==> src/rtl/fpu_sp_result_buf.sv <==
// Result buffer behind the single-precision add/sub units.
// Captures each result on the producer's rdy strobe, classifies it, and queues
// {flags, data} in a show-ahead FIFO drained through a valid/ready handshake.
// The producer cannot be stalled, so a push into a full buffer with no pop is
// dropped and recorded in a sticky overflow flag.
module fpu_sp_result_buf #(
  parameter int unsigned nBITS = 32,
  parameter int unsigned DEPTH = 4
) (
  input  logic                     clk,
  input  logic                     rst,
  input  logic [nBITS-1:0]         din,
  input  logic                     din_rdy,
  output logic [nBITS-1:0]         dout,
  output logic [4:0]               dout_flags,
  output logic                     dout_valid,
  input  logic                     dout_ready,
  output logic [$clog2(DEPTH):0]   count,
  output logic                     full,
  output logic                     ovf,
  input  logic                     ovf_clr
);

  localparam int unsigned PtrW   = $clog2(DEPTH);
  localparam int unsigned CntW   = PtrW + 1;
  localparam int unsigned EntryW = nBITS + 5;

  logic [EntryW-1:0] mem_q [DEPTH];
  logic [PtrW-1:0]   wptr_q, wptr_d;
  logic [PtrW-1:0]   rptr_q, rptr_d;
  logic [CntW-1:0]   count_q, count_d;
  logic              ovf_q, ovf_d;

  logic [4:0]        din_flags;
  logic              empty;
  logic              push, pop, drop;
  logic [EntryW-1:0] head;

  // Classify the incoming result; at most one flag set, none for a normal number.
  always_comb begin
    logic [7:0]  exp_f;
    logic [22:0] man_f;
    exp_f     = din[30:23];
    man_f     = din[22:0];
    din_flags = 5'b00000;
    if (exp_f == 8'h00) begin
      if (man_f == 23'd0) din_flags[0] = 1'b1;
      else                din_flags[1] = 1'b1;
    end else if (exp_f == 8'hFF) begin
      if (man_f == 23'd0)  din_flags[2] = 1'b1;
      else if (man_f[22])  din_flags[3] = 1'b1;
      else                 din_flags[4] = 1'b1;
    end
  end

  // Handshake decode and next-state for pointers, occupancy and overflow.
  always_comb begin
    empty = (count_q == '0);
    full  = (count_q == CntW'(DEPTH));
    pop   = !empty && dout_ready;
    // A pop in the same cycle frees a slot, so a full buffer can still accept.
    push  = din_rdy && (!full || pop);
    drop  = din_rdy && full && !pop;

    wptr_d  = push ? wptr_q + 1'b1 : wptr_q;
    rptr_d  = pop  ? rptr_q + 1'b1 : rptr_q;
    count_d = count_q;
    unique case ({push, pop})
      2'b10:   count_d = count_q + 1'b1;
      2'b01:   count_d = count_q - 1'b1;
      default: count_d = count_q;
    endcase

    // A new drop beats a clear in the same cycle.
    if (drop)         ovf_d = 1'b1;
    else if (ovf_clr) ovf_d = 1'b0;
    else              ovf_d = ovf_q;
  end

  // Control state, discarded entirely on reset.
  always_ff @(posedge clk or posedge rst) begin
    if (rst) begin
      wptr_q  <= '0;
      rptr_q  <= '0;
      count_q <= '0;
      ovf_q   <= 1'b0;
    end else begin
      wptr_q  <= wptr_d;
      rptr_q  <= rptr_d;
      count_q <= count_d;
      ovf_q   <= ovf_d;
    end
  end

  // Storage needs no reset; validity is tracked by count.
  always_ff @(posedge clk) begin
    if (push) mem_q[wptr_q] <= {din_flags, din};
  end

  // Show-ahead head; gated so outputs read zero whenever nothing is held.
  always_comb begin
    head       = mem_q[rptr_q];
    dout_valid = !empty;
    dout       = dout_valid ? head[nBITS-1:0]      : '0;
    dout_flags = dout_valid ? head[EntryW-1:nBITS] : 5'b00000;
    count      = count_q;
    ovf        = ovf_q;
  end

endmodule

==> config.mk <==
export PLATFORM = sky130hd
export DESIGN_NAME = fpu_sp_result_buf
export DESIGN_NICKNAME = d
export VERILOG_FILES = /design/src/rtl/fpu_sp_result_buf.sv
export SDC_FILE = /design/constraint.sdc
export NUM_CORES = 1
export LEC_CHECK = 0
export ABC_AREA = 1
export CORE_UTILIZATION = 50
export DETAILED_ROUTE_END_ITERATION = 10
export MAX_ROUTING_LAYER = met4
export PLACE_DENSITY = 0.76
export SLEW_MARGIN = 0
export SYNTH_ARGS = -nofsm -noshare
export SYNTH_HDL_FRONTEND = slang
export SYNTH_SLANG_ARGS = --single-unit
export TNS_END_PERCENT = 30
==> constraint.sdc <==
create_clock -name clk -period 2.75 [get_ports clk]
set_input_delay 0.6875 -clock clk [delete_from_list [all_inputs] [get_ports clk]]
set_output_delay 0.6875 -clock clk [all_outputs]
set_load 0.05 [all_outputs]
==> summary.txt <==
Global routing
  – Total GRT Usage: about a quarter
  – First-pass GRT wire length: 22800 um
  – Largest net degree at the start of global routing: 61
  – Total gr overflow: 0
  – Initial antenna violation count: 0
  – Number of global-route vias before repair: 4479

Floorplan
  – DIE HEIGHT: 115 um
  – IO Count: 80
  – Core Area: 12200 um^2
  – Die span in x: ~110 um
  – Die footprint: 13200 um^2
  – Initial Utilization: 52.1%
  – Std-Cell Rows: 40

Timing
  – RSZ-0062 raised after global routing: no
  – Rel. slew slack: 66.7%
  – Peak Freq: 375 MHz
  – TNS Setup: 0 ps
  – Worst Tran Pin Value: 498 ps
  – Max Slew Vio Count: 0
  – Clock skew: 15.9 ps
  – Final hold vios: 0
  – Final Setup Violations: 0
  – Post-layout min period: 2670 ps
  – Fin crit share: a little over nine tenths

Detailed routing
  – Vias: about 4400
  – ANT nets after route: 0
  – DRT Pass-1 Iters: 7
  – Vias/cell: 5.47
  – DRT Wirelength: 14800 um
  – Drt wl/cell: 18.3 um
  – Initial DRC Count: between 400 and 500
  – Post-route DRC: 0

Yosys
  – Synth warnings: 0
  – Sequential area share after synthesis: 73.0%
  – Post-Syn Instances: 537
  – Cell area after synthesis: 6360 um^2
  – Mapped Avg Cell Area: 11.9 um^2
  – Syn nets: 579
  – Yosys cell types: 24
  – Synth Register Bits: 156

Critical path
  – R2R cell count: 5
  – Critical path arrival: 1980 ps
  – Worst setup SP type: flip-flop
  – Crit Reg-Reg Startpoint: count[0]
  – Setup crit end: dout[22]
  – Crit path capture type: output pin
  – Crit-path max FO: 30
  – FF-to-FF End: mem_q[3][11]
  – CP required: 2060 ps
  – CP Class: flip-flop to output pin
  – R2R Setup Slk: 860 ps
  – Critical path origin: rptr_q[0]

Run
  – Max_cap viols: 0

Finish
  – Antenna cells: 0
  – Fill cells: around 850
  – Finished Layout Cells: 808
  – Multi-input gate area: ~1500 um^2
  – Register area: 4650 um^2
  – Nets: 670
  – Ratio of cells with drive above 1 in the final layout: 15.9%
  – Synth-to-Final Area Change: 33.5%

Placement
  – Detailed Place HPWL: 8500 um
  – Routability cong.: about 0.77
  – Placed cells: around 770
  – IO Port Bufs: 79

Status
  – Outcome: completed

Clocking
  – Clk sinks: 156
  – CTS max path bufs: 2
  – TritonCTS buffer count: 17
  – CTS tree: yes
  – Worst skew pair latency: about 420 ps
  – Root buffer cell: clkbuf_16
  – H-Tree Depth: 4
  – Hold_buf cts: 0
  – Clock transition at path regs: 60 ps

Worst hold path
  – Hold Crit Class: flip-flop to flip-flop
  – Hold path start: ovf
[stage by stage]
| stage | utilization [%] | hold slack (ps) | setup slack, ps | area, um^2 |
|---|---|---|---|---|
| global placement | 64.0 | 502 | 402 | 7810 |
| floorplan | - | 503 | -330 | 6360 |
| CTS | 69.1 | 533 | 1.16 | 8430 |
| global route | 69.6 | 556 | 18.6 | 8500 |
| finish | 69.6 | 541 | 84.3 | 8500 |
| detailed placement | 64.0 | 526 | 316 | 7810 |
[how the worst min path moves through the flow]
stage / endpoint / cells after the start
after global routing: wptr_q[0] / 2
after global placement: count[0] / 1
after CTS: ovf / 2
after floorplan: count[0] / 1
final: ovf / 2
after detailed placement: ovf / 2
[metal layers]
layer	track usage, %	share of wire [%]	routed length [um]	vias up
li1	-	-	-	2049
met1	29.4	40	5970	2134
met2	39.5	51	7480	202
met3	5.06	6.2	924	38
met4	11.9	2.9	424	0
met5	-	0	0	-
[final cells by class]
cell class              instances  share of cell area, %
clock buffers                  18                   5.05
flip-flops and latches        156                   54.7
well taps                     168                   2.47
repair buffers                 98                   16.3
multi-input cells             329                   18.2
clock inverters                13                   2.05
inverters                      26                   1.24
[kinds of logic after synthesis]
family                     count (synthesis)  synth area share [%]
and+or+nand+nor                          205                  12.5
DFF                                      156                  73.0
AOI/OAI and AO/OA                        116                  9.36
buffers and inverters                     52                  3.70
adders and majority gates                  5                  1.10
xor gates and xnor gates                   3                 0.413
[timing repair]
item / CTS / global route
pin swaps: 0 / 1
gates cloned: 0 / 1
resized for setup: 5 / 10
setup buffers: 1 / 1
setup endpoints to repair: 38 / 35
[critical path: stages, from the launching register on]
cell and delay [ps]:
dfrtp_4 570, inv_2 160, buf_12 200, o21ai_1 90, a21oi_1 350, buf_12 190
[cell usage after synthesis (all sizes together)]
| master | number | area share, % |
|---|---|---|
| a21oi | 39 | 3.1 |
| buf | 20 | 1.7 |
| clkbuf | 6 | 0.43 |
| dfrtp | 8 | 3.1 |
| edfxtp | 148 | 70 |
| fa | 1 | 0.31 |
| ha | 4 | 0.79 |
| inv | 26 | 1.5 |
| nand2 | 17 | 1.0 |
| nand3 | 5 | 0.39 |
| nand3b | 1 | 0.12 |
| nand4 | 4 | 0.39 |
| nor2 | 177 | 10 |
| nor3 | 1 | 0.079 |
| o21ai | 76 | 6.2 |
| o32ai | 1 | 0.14 |
| xor2 | 3 | 0.41 |
[flip-flops by register name, indices dropped and copies added, names as in the netlist]
signal	flops
wptr_q	2
ovf	1
rptr_q	2
mem_q	148
count	3
[cell usage in the layout, fill, tap and decap left out, types with 2 or more instances in the layout]
cell type        count
inv_6                2
ha_1                 4
clkdlybuf4s50_1     41
o21ai_0             26
a21oi_2              8
nand3_1              5
nor2_4               4
nand4_1              4
nand2_1             16
buf_4               12
o21ai_1             49
edfxtp_1           148
inv_1               23
clkinvlp_4           3
nor2_1             173
xor2_1               3
a21oi_1             31
buf_12              42
dfrtp_1              7
clkinv_2             3
clkbuf_16           18
clkinv_1             2
bufinv_16            4
Power is not shown: default switching activity piles up to over one toggle a cycle in this logic, so the estimate is an artifact.
